`src/rtl/operand_sequencer_if.sv`:
```
// Operand/result bundle between a feeder, the sequencer and the adder.
// Ports: operand beats, adder bus, result handshake; res_ovf if OPSEQ_OVF_DETECT_EN.
interface operand_sequencer_if #(
  parameter int SIZE = 16
);
  logic [SIZE-1:0] in_data;
  logic            in_cin;
  logic            in_valid;
  logic            in_ready;
  logic [SIZE-1:0] op_a;
  logic [SIZE-1:0] op_b;
  logic            op_cin;
  logic            op_en;
  logic [SIZE-1:0] sum_in;
  logic            cout_in;
  logic [SIZE-1:0] res;
  logic            res_cout;
  logic            res_valid;
  logic            res_ready;
`ifdef OPSEQ_OVF_DETECT_EN
  logic            res_ovf;
`endif

  modport slave (
    input  in_data, in_cin, in_valid,
    output in_ready,
    output op_a, op_b, op_cin, op_en,
    input  sum_in, cout_in,
    output res, res_cout, res_valid,
`ifdef OPSEQ_OVF_DETECT_EN
    output res_ovf,
`endif
    input  res_ready
  );

  modport master (
    output in_data, in_cin, in_valid,
    input  in_ready,
    input  op_a, op_b, op_cin, op_en,
    output sum_in, cout_in,
    input  res, res_cout, res_valid,
`ifdef OPSEQ_OVF_DETECT_EN
    input  res_ovf,
`endif
    output res_ready
  );
endinterface

```
`src/rtl/operand_sequencer.sv`:
```
// Loads A then B (+cin) over one bus, pulses the adder, holds the result.
// Ports: clk, rst_n (async low), bus (slave); OPSEQ_OVF_DETECT_EN adds res_ovf.
module operand_sequencer #(
  parameter int SIZE = 16
) (
  input logic             clk,
  input logic             rst_n,
  operand_sequencer_if.slave bus
);

  typedef enum logic [1:0] {
    LOAD_A = 2'd0,
    LOAD_B = 2'd1,
    EXEC   = 2'd2,
    DONE   = 2'd3
  } state_t;

  state_t state;
  state_t state_nx;
  logic   a_ld;
  logic   b_ld;
  logic   r_ld;

  always_ff @(posedge clk or negedge rst_n) begin
    if (!rst_n) begin
      state <= LOAD_A;
    end else begin
      state <= state_nx;
    end
  end

  always_comb begin
    state_nx = state;
    a_ld     = 1'b0;
    b_ld     = 1'b0;
    r_ld     = 1'b0;
    unique case (state)
      LOAD_A: begin
        if (bus.in_valid) begin
          a_ld     = 1'b1;
          state_nx = LOAD_B;
        end
      end
      LOAD_B: begin
        if (bus.in_valid) begin
          b_ld     = 1'b1;
          state_nx = EXEC;
        end
      end
      EXEC: begin
        r_ld     = 1'b1;
        state_nx = DONE;
      end
      DONE: begin
        if (bus.res_ready) begin
          state_nx = LOAD_A;
        end
      end
      default: state_nx = LOAD_A;
    endcase
  end

  // Handshake flags decode straight from the state register, so they
  // are glitch-free and follow reset with the state.
  assign bus.in_ready  = (state == LOAD_A) || (state == LOAD_B);
  assign bus.op_en     = (state == EXEC);
  assign bus.res_valid = (state == DONE);

  always_ff @(posedge clk or negedge rst_n) begin
    if (!rst_n) begin
      bus.op_a   <= '0;
      bus.op_b   <= '0;
      bus.op_cin <= 1'b0;
    end else begin
      if (a_ld) begin
        bus.op_a <= bus.in_data;
      end
      if (b_ld) begin
        bus.op_b   <= bus.in_data;
        bus.op_cin <= bus.in_cin;
      end
    end
  end

  always_ff @(posedge clk or negedge rst_n) begin
    if (!rst_n) begin
      bus.res      <= '0;
      bus.res_cout <= 1'b0;
    end else if (r_ld) begin
      bus.res      <= bus.sum_in;
      bus.res_cout <= bus.cout_in;
    end
  end

`ifdef OPSEQ_OVF_DETECT_EN
  // Signed overflow: like-signed operands giving a differently signed sum.
  logic ovf_nx;
  assign ovf_nx =
    (bus.op_a[SIZE-1] == bus.op_b[SIZE-1]) &&
    (bus.sum_in[SIZE-1] != bus.op_a[SIZE-1]);

  always_ff @(posedge clk or negedge rst_n) begin
    if (!rst_n) begin
      bus.res_ovf <= 1'b0;
    end else if (r_ld) begin
      bus.res_ovf <= ovf_nx;
    end
  end
`endif

endmodule

```
`src/flat_wrapper.sv`:
```
// flat-port wrapper written by rule: the top's interface ports become plain ports
module operand_sequencer_flat 
#(
  parameter int SIZE = 16
)
  (clk, rst_n, bus_in_data, bus_in_cin, bus_in_valid, bus_in_ready, bus_op_a, bus_op_b, bus_op_cin, bus_op_en, bus_sum_in, bus_cout_in, bus_res, bus_res_cout, bus_res_valid, bus_res_ready);
  operand_sequencer_if #(.SIZE(SIZE)) bus_i ();
  input logic clk;
  input logic rst_n;
  input wire logic [$bits(bus_i.in_data)-1:0] bus_in_data;
  input wire logic [$bits(bus_i.in_cin)-1:0] bus_in_cin;
  input wire logic [$bits(bus_i.in_valid)-1:0] bus_in_valid;
  output wire logic [$bits(bus_i.in_ready)-1:0] bus_in_ready;
  output wire logic [$bits(bus_i.op_a)-1:0] bus_op_a;
  output wire logic [$bits(bus_i.op_b)-1:0] bus_op_b;
  output wire logic [$bits(bus_i.op_cin)-1:0] bus_op_cin;
  output wire logic [$bits(bus_i.op_en)-1:0] bus_op_en;
  input wire logic [$bits(bus_i.sum_in)-1:0] bus_sum_in;
  input wire logic [$bits(bus_i.cout_in)-1:0] bus_cout_in;
  output wire logic [$bits(bus_i.res)-1:0] bus_res;
  output wire logic [$bits(bus_i.res_cout)-1:0] bus_res_cout;
  output wire logic [$bits(bus_i.res_valid)-1:0] bus_res_valid;
  input wire logic [$bits(bus_i.res_ready)-1:0] bus_res_ready;
  assign bus_i.in_data = bus_in_data;
  assign bus_i.in_cin = bus_in_cin;
  assign bus_i.in_valid = bus_in_valid;
  assign bus_in_ready = bus_i.in_ready;
  assign bus_op_a = bus_i.op_a;
  assign bus_op_b = bus_i.op_b;
  assign bus_op_cin = bus_i.op_cin;
  assign bus_op_en = bus_i.op_en;
  assign bus_i.sum_in = bus_sum_in;
  assign bus_i.cout_in = bus_cout_in;
  assign bus_res = bus_i.res;
  assign bus_res_cout = bus_i.res_cout;
  assign bus_res_valid = bus_i.res_valid;
  assign bus_i.res_ready = bus_res_ready;
  operand_sequencer #(.SIZE(SIZE)) u_core (.clk(clk), .rst_n(rst_n), .bus(bus_i));
endmodule
```
`config.mk`:
```
export PLATFORM = sky130hd
export DESIGN_NAME = operand_sequencer_flat
export DESIGN_NICKNAME = d
export VERILOG_FILES = /design/src/rtl/operand_sequencer_if.sv /design/src/rtl/operand_sequencer.sv /design/src/flat_wrapper.sv
export SDC_FILE = /design/constraint.sdc
export NUM_CORES = 1
export LEC_CHECK = 0
export ABC_AREA = 1
export BUFFER_PORTS_ARGS = -buffer_cell sky130_fd_sc_hd__buf_2
export CORE_UTILIZATION = 45
export DETAILED_ROUTE_END_ITERATION = 6
export PLACE_DENSITY = 0.83
export SYNTH_ARGS = -nofsm -noshare
export SYNTH_HDL_FRONTEND = slang
export SYNTH_SLANG_ARGS = --single-unit
```
`constraint.sdc`:
```
create_clock -name clk -period 3.2 [get_ports clk]
set_input_delay 0.48 -clock clk [delete_from_list [all_inputs] [get_ports clk]]
set_output_delay 0.48 -clock clk [all_outputs]
set_load 0.005 [all_outputs]
```
# [Word level (Yosys, flattened, before mapping)]
# Cells that the tools add are included.
[word_totals] ff_bits=52 latch_bits=0 mem_bits_rw=0 rom_bits=0 in_bits=38 output_inout_bits=53 elab_cells=23 memories=0
[op_classes] n_addsub=0 mul=0 div_mod_pow=0 n_lt_le_gt_ge=0 n_eq_ne=6 shifts=0 muxes=8 n_bitwise=0 n_reduce_logical=3
[op_table] op="$pmux 2 s4" count=1
[op_table] op="$mux 2" count=3
[op_table] op="$eq 2x2->1 const B" count=2
[op_table] op="$mux 1" count=4
[op_table] op="$ne 2x2->1 const B" count=2
[op_table] op="$reduce_and 3->1" count=1
[op_table] op="$eq 2x1->1 const B" count=1
[op_table] op="$logic_not 2->1" count=1
[op_table] op="$ne 2x1->1 const B" count=1
[op_table] op="$logic_or 1x1->1" count=1

# [Logic depth before layout (Yosys ltp)]
# Gate-level depths: netlist of the first run.
[depth] depth_word=3 mapped_depth=7 ltp_nobuf=6

# [Least setup slack after synthesis of the first run]
# OpenSTA, ideal clock, no wires.
[synth_path] kind="flip-flop to output port" startpoint="register u_core.state[0]" endpoint="output port bus_in_ready" arrival_ns=0.974 path_slack_ns=1.746 stages_incl_launch_ff=4 path_buffers=0 path_cell_list="dfrtp_1 inv_1 ha_1 or2_2"
[synth_between] elab_chain_cells=2 elab_cells_between_ends=3
[synth_lines] element="from (decl)" line_no="operand_sequencer.sv:18" source="state_t state;"
[synth_lines] element="from (signal assigned)" line_no="operand_sequencer.sv:28" source="state <= state_nx;"
[synth_lines] element="$eq 2x1->1 / $logic_not 2->1 (equally long branches)" line_no="operand_sequencer.sv:65" source="assign bus.in_ready = (state == LOAD_A) || (state == LOAD_B);"
[synth_lines] element="$logic_or 1x1->1 (*)" line_no="operand_sequencer.sv:65"
[synth_lines] element="to (decl)" line_no="flat_wrapper.sv:13" source="output wire logic [$bits(bus_i.in_ready)-1:0] bus_in_ready;"
# Mark *: on every way between the ends. The rest lies on a longest branch, timed or not.

# [Worst setup path after layout of the first run]
[layout_path] startpoint="register u_core.state[0]" endpoint="output port bus_op_en"
[layout_between] elab_chain_cells=1
[layout_lines] element="$eq 2x2->1" line_no="operand_sequencer.sv:66" source="assign bus.op_en = (state == EXEC);"
[layout_lines] element="to (decl)" line_no="flat_wrapper.sv:17" source="output wire logic [$bits(bus_i.op_en)-1:0] bus_op_en;"
# Every way passes these cells.

==> run summary, run 1 <==
fmax -> 455 MHz
Startpoint Class -> register
clock-pin slew on the worst setup and hold paths -> 0.09 ns
Area growth syn-to-layout -> 24.3%
DP Wirelength -> 2930 um
largest net degree at the start of global routing -> 53
Max transition margin -> 0.247
# DRC -> 0
pre-CTS WS -> 1.33 ns
Sw Ratio -> 0.371
register area share after synthesis -> 0.588
pwr dens -> 943 nW/um2
DRT Wirelength -> 4170 um
Tot Pwr -> 2.59 mW
top cells by area, synth -> dfrtp_1 59%, nand2_1 16%, o21ai_2 13%
CTS Buffer Depth -> 2
worst clock skew -> 0.00834 ns
post-synthesis async set-or-reset flop share -> 1.00
DR vias -> 1704
Iter 0 DRT Violations -> 80
Yosys reg bits -> 52
vias in the first global route -> 1577
Root Buffer -> clkbuf_8
GRT Util Overall -> 0.174
I/O pin count -> 91
worst path cell trace -> inv_1 > ha_1 > buf_2
worst hold path class -> in -> reg
Seq pwr share -> 0.433
Crit Path Category -> reg -> out
Net Count, Synth -> 263
Final Wtd Congestion -> 0.722
number of fill cells -> 440
number of I/O port buffers -> 90
syn avg cell area -> 10.1 um2
min Tclk post-route -> 2.20 ns
data arrival time of the worst path -> 1.72 ns
YS warnings -> 0
Wirelength per Cell -> 11.1 um
Clk Latency, worst-skew pair -> 0.30 ns
quantity of hold-fixing buffers added after cts -> 0
fin nets -> 351
die outline height -> 72.1 um
Worst-Margin Slew -> 1.13 ns
Logic pwr share -> 0.418
CP max FO -> 20
critical path's largest stage delay -> 0.63 ns
setup violators final -> 0
Die W -> 72.1 um
antenna cells -> 0
Syn Inst Count -> 220
endpoints failing hold -> 0
CTS H-Tree Depth -> 2
clk sinks -> 52
site row count -> 25
P_leak -> 1.58 nW
Post-synth EDFFs -> 0
post-synthesis instance area -> 2210 um2
setup TNS -> 0 ns
Max IR drop VDD -> 0.755 mV
CTS resizes -> 0
die footprint -> 5200 um2
layout cell share with drive strength beyond 1 -> 0.430
fin util -> 0.582
Setup Fix Bufs, Post-CTS -> 0
synth unique cells -> 14
Final Cycle Share -> 0.686
Switching Power -> 963 uW
Initial Util -> 0.468
CP Capture Type -> output pin
Synth top area share -> 0.588
final worst slack -> 1.00 ns
critical path's slowest cell -> ha_1
Synth area leader -> dfrtp_1
Clock Power Share -> 0.149
internal power -> 1.63 mW
most instantiated cells after synthesis -> 92 x nand2_1, 52 x dfrtp_1, 32 x o21ai_2
vias per cell -> 4.53
max-capacitance violation count -> 0
top_reg_cell synth -> dfrtp_1
fin. max-slew vios -> 0
critical path required time -> 2.72 ns
TritonCTS clock tree -> done
Post-DRT Antenna Nets -> 0
status -> finished clean
unrepaired setup endpoints after global routing -> false
first-pass GRT wire length -> 7070 um
grt ovf -> 0
WHS -> 0.372 ns
first drt pass iteration count -> 5
most frequent cell after synthesis -> nand2_1
CTS buffer count -> 5
antenna violations before repair -> 0
CORE AREA -> 4720 um2
## through the flow
stage / cells / cell area [um2]
after CTS: 376 / 2750
after detailed placement: 368 / 2660
after global placement: 368 / 2660
after global routing: 376 / 2750
after floorplan: 220 / 2210
final: 376 / 2750
## final cells by class
class                      count  area (um2)  area share
clock buffer                   7        86.3      0.0314
clock inverter                 1        7.51     0.00273
inverter                      21        81.3      0.0296
multi-input combinational    138         738       0.269
sequential                    52        1300       0.473
tap                           67        83.8      0.0305
timing repair buffer          90         450       0.164
## sequential cells by signal, indices dropped and copies added, names as in the netlist
name,cells
u_core.bus.res,16
u_core.bus.op_b,16
u_core.bus.res_cout,1
u_core.bus.op_a,16
u_core.state,2
u_core.bus.op_cin,1
## routing by layer
| layer | share of wire | vias to the layer above | track usage | wire, um |
|---|---|---|---|---|
| met4 | 0.0065 | 0 | 0.0632 | 27 |
| met3 | 0.048 | 4 | 0.0444 | 199 |
| li1 | - | 855 | - | - |
| met5 | 0 | - | 0 | 0 |
| met1 | 0.43 | 799 | 0.214 | 1810 |
| met2 | 0.51 | 46 | 0.296 | 2130 |
## layout by cell type, fill, tap and decap left out, drive strengths merged
| master | n |
|---|---|
| nand3 | 4 |
| o21ai | 33 |
| clkinvlp | 1 |
| inv | 21 |
| ha | 5 |
| or2 | 2 |
| buf | 90 |
| nand2 | 94 |
| dfrtp | 52 |
| clkbuf | 7 |
## final timing paths
check,cells past startpoint,slack [ns],end,start
worst max-delay path,3,1.00,bus_op_en,u_core.state[0]$_DFFE_PN0P_
worst min-delay path,3,0.37,u_core.bus.res[14]$_DFFE_PN0P_,bus_sum_in[14]
worst max register to register,5,1.51,u_core.bus.op_b[15]$_DFFE_PN0P_,u_core.state[1]$_DFFE_PN0P_
worst min register to register,2,0.47,u_core.bus.res[5]$_DFFE_PN0P_,u_core.bus.res[5]$_DFFE_PN0P_
max in group asynchronous,1,2.12,u_core.bus.res[13]$_DFFE_PN0P_,rst_n
min in group asynchronous,1,0.39,u_core.bus.op_a[4]$_DFFE_PN0P_,rst_n
## power groups by stage
| stage | Clock [mW] | Sequential, mW | Combinational (mW) |
|---|---|---|---|
| 2_1_floorplan | 0 | 1.17 | 0.673 |
| 3_3_place_gp | 0 | 1.12 | 1.07 |
| 3_5_place_dp | 0 | 1.14 | 1.10 |
| 4_1_cts | 0.396 | 1.13 | 1.11 |
| 5_1_grt | 0.421 | 1.16 | 1.23 |
| 6_report | 0.386 | 1.12 | 1.08 |
## logic make-up (layout without fill, tap and decap cells)
| logic type | Yosys count | in the layout | share of synthesized area |
|---|---|---|---|
| flops | 52 | 52 | 0.588 |
| fa+ha+maj | 5 | 5 | 0.0283 |
| compound gates | 33 | 33 | 0.129 |
| buf+inv | 30 | 119 | 0.0781 |
| simple gates | 100 | 100 | 0.176 |
## critical path, delay by kind of cell, from the launching register on
kind	cells	cell delay, ns
buffers and inverters	2	0.36
DFF	1	0.43
adders and majority gates	1	0.63
(Power assumes the default switching activity.)
==> run 2, diff against run 1 <==
ABC_AREA = 0   (was 1)
CORE_UTILIZATION = 42   (was 45)
clock period = 1.9 ns   (was 3.2 ns; I/O delays follow)
==> run summary, run 2 <==
critical path required time -> 1.62 ns (-1.10 ns)
CP Capture Type -> output pin
Syn Inst Count -> 122 (-45%)
grt ovf -> 0 (unchanged)
number of fill cells -> 391 (-11%)
endpoints failing hold -> 0 (unchanged)
P_leak -> 1.32 nW (-16%)
Wirelength per Cell -> 14.2 um (+28%)
DR vias -> 1317 (-23%)
fin nets -> 262 (-25%)
die footprint -> 5100 um2 (-1.9%)
clk sinks -> 52 (unchanged)
Seq pwr share -> 0.447 (+0.014)
Post-Layout Cell Count -> 272 (-28%)
worst hold path class -> in -> reg
top routing layer in use -> met4
commonest non-fill, non-tap cell in the layout -> buf_2
Synth area leader -> dfrtp_1
Root Buffer -> clkbuf_8
CP max FO -> 13 (-35%)
routed metal-1 wirelength -> 1540 um (-15%)
CTS H-Tree Depth -> 2 (unchanged)
vias in the first global route -> 1420 (-10%)
met2 WL -> 1990 um (-6.4%)
CTS Buffer Depth -> 2 (unchanged)
critical path's slowest cell -> dfrtp_1
die outline height -> 71.4 um (-0.95%)
DR WL met3 -> 254 um (+28%)
fin. max-slew vios -> 0 (unchanged)
top cells by area, synth -> dfrtp_1 64%, mux2_2 28%, ha_1 3.1%
post-synthesis instance area -> 2020 um2 (-8.5%)
Post-DRT Antenna Nets -> 0 (unchanged)
min Tclk post-route -> 1.67 ns
layout cell share with drive strength beyond 1 -> 0.695 (+0.265)
clock-pin slew on the worst setup and hold paths -> 0.10 ns (about the same)
Yosys reg bits -> 52 (unchanged)
Max IR drop VDD -> 0.837 mV (+11%)
number of I/O port buffers -> 90 (unchanged)
Area growth syn-to-layout -> 30.3%
first-pass GRT wire length -> 6500 um (-8.0%)
worst path cell trace -> inv_1 > ha_1 > buf_4 > buf_2
data arrival time of the worst path -> 1.39 ns (-0.33 ns)
setup violators final -> 0 (unchanged)
critical path's largest stage delay -> 0.42 ns (-0.21 ns)
Multi-input gate area -> 673 um2 (-8.8%)
first drt pass iteration count -> 2 (-3)
pwr dens -> 1660 nW/um2 (+75%)
# DRC -> 0 (unchanged)
Logic pwr share -> 0.410 (-0.008)
site row count -> 24 (-4.0%)
unrepaired setup endpoints after global routing -> false
most frequent cells in the layout -> 90 x buf_2, 52 x dfrtp_1, 51 x mux2_2
Post-synth EDFFs -> 0 (unchanged)
post-synthesis async set-or-reset flop share -> 1.00 (unchanged)
Iter 0 DRT Violations -> 38 (-53%)
Final Cycle Share -> 0.881
YS warnings -> 0 (unchanged)
max-capacitance violation count -> 0 (unchanged)
register area share after synthesis -> 0.643 (+0.0545)
status -> finished clean
synth unique cells -> 11 (-3)
most frequent cell after synthesis -> dfrtp_1
GRT Util Overall -> 0.169 (-0.00512)
largest net degree at the start of global routing -> 53 (unchanged)
CTS buffer count -> 5 (unchanged)
CORE AREA -> 4500 um2 (-4.6%)
antenna violations before repair -> 0 (unchanged)
internal power -> 3.03 mW (+86%)
vias per cell -> 4.84 (+6.8%)
CTS resizes -> 0 (unchanged)
Worst-Margin Slew -> 0.428 ns (-0.702 ns)
largest registers -> u_core.bus.op_a (16), u_core.bus.op_b (16), u_core.bus.res (16)
Crit Path Category -> reg -> out
Max transition margin -> 0.714 (+0.467)
Final Wtd Congestion -> 0.686 (-4.9%)
Tot Pwr -> 4.37 mW (+68%)
top_reg_cell synth -> dfrtp_1
Synth top area share -> 0.643 (+0.0545)
Switching Power -> 1.34 mW (+39%)
register area -> 1300 um2 (unchanged)
antenna cells -> 0 (unchanged)
WHS -> 0.203 ns (-0.169 ns)
DRT Wirelength -> 3850 um (-7.6%)
most instantiated cells after synthesis -> 52 x dfrtp_1, 51 x mux2_2, 5 x ha_1
Reg2Reg Setup Slack -> 0.36 ns (-1.15 ns)
Initial Util -> 0.449 (-0.0189)
setup TNS -> 0 ns (unchanged)
Clock Power Share -> 0.143 (-0.006)
TritonCTS clock tree -> done
worst clock skew -> 0.00887 ns (+0.000529 ns)
Startpoint Class -> register
Net Count, Synth -> 165 (-37%)
Die W -> 71.4 um (-0.95%)
Clk Latency, worst-skew pair -> 0.30 ns (about the same)
I/O pin count -> 91 (unchanged)
placed insts -> 263 (-29%)
syn avg cell area -> 16.6 um2 (+65%)
Sw Ratio -> 0.307 (-0.0640)
fmax -> 598 MHz
-- run 2: cell types whose count changed after synthesis, moves of 2 or more --
cell,previous run,this run
buf_6,7,2
inv_1,20,4
mux2_2,0,51
nand2_1,92,0
nand3_1,4,0
nor2_1,0,2
o21ai_2,32,0
-- run 2: logic make-up after synthesis --
logic type	count (synthesis)	synth area share
muxes	52	0.289
and+or+nand+nor	4	0.00989
adders and majority gates	5	0.0309
DFF	52	0.643
buffers and inverters	8	0.0247
AOI/OAI and AO/OA	1	0.00309
-- run 2: cell type report --
cell class	instances	share of cell area
Sequential cell	52	0.493
Multi-Input combinational cell	62	0.255
Timing Repair Buffer	94	0.188
Clock buffer	6	0.0275
Tap cell	52	0.0247
Clock inverter	2	0.00616
Inverter	4	0.00569
-- run 2: timing repair --
action                                 4_1_cts  5_1_grt
endpoints found under the hold margin       52        0
hold buffers                                 1        0
buffers inserted                             0        0
-- run 2: per-layer routing --
layer	global-route usage	vias up
met3	0.0563	8
met4	0.0689	0
met2	0.298	50
met1	0.186	639
met5	0	-
li1	-	620
-- run 2: final timing paths --
| check | from | to | cells past startpoint |
|---|---|---|---|
| max | u_core.state[0]$_DFFE_PN0P_ | bus_op_en | 4 |
| min | bus_sum_in[13] | u_core.bus.res[13]$_DFFE_PN0P_ | 2 |
| max reg2reg | u_core.state[1]$_DFFE_PN0P_ | u_core.bus.op_b[2]$_DFFE_PN0P_ | 4 |
| min reg2reg | u_core.bus.op_b[11]$_DFFE_PN0P_ | u_core.bus.op_b[11]$_DFFE_PN0P_ | 1 |
| max in group asynchronous | rst_n | u_core.state[1]$_DFFE_PN0P_ | 3 |
| min in group asynchronous | rst_n | u_core.bus.res[3]$_DFFE_PN0P_ | 3 |
-- run 2: power groups by stage --
stage               registers [mW]  logic (mW)  clock network [mW]
floorplan                     2.02       0.976                   0
global placement              1.96        1.75                   0
detailed placement            1.98        1.83                   0
CTS                           1.96        1.83               0.653
global route                  2.04        1.98               0.696
finish                        1.95        1.79               0.626
-- run 2: through the flow --
step | utilization | setup slack (ns) | area [um2]
3_5_place_dp | 0.564 | 0.361 | 2540
5_1_grt | 0.586 | 0.101 | 2640
6_report | 0.586 | 0.227 | 2640
4_1_cts | 0.586 | 0.184 | 2640
3_3_place_gp | 0.564 | 0.382 | 2540
2_1_floorplan | - | 0.399 | 2020
-- run 2: critical path: cells and delay by family, from the launching register on --
kind,cells,cell delay (ns)
flops,1,0.42
buf+inv,3,0.48
fa+ha+maj,1,0.18
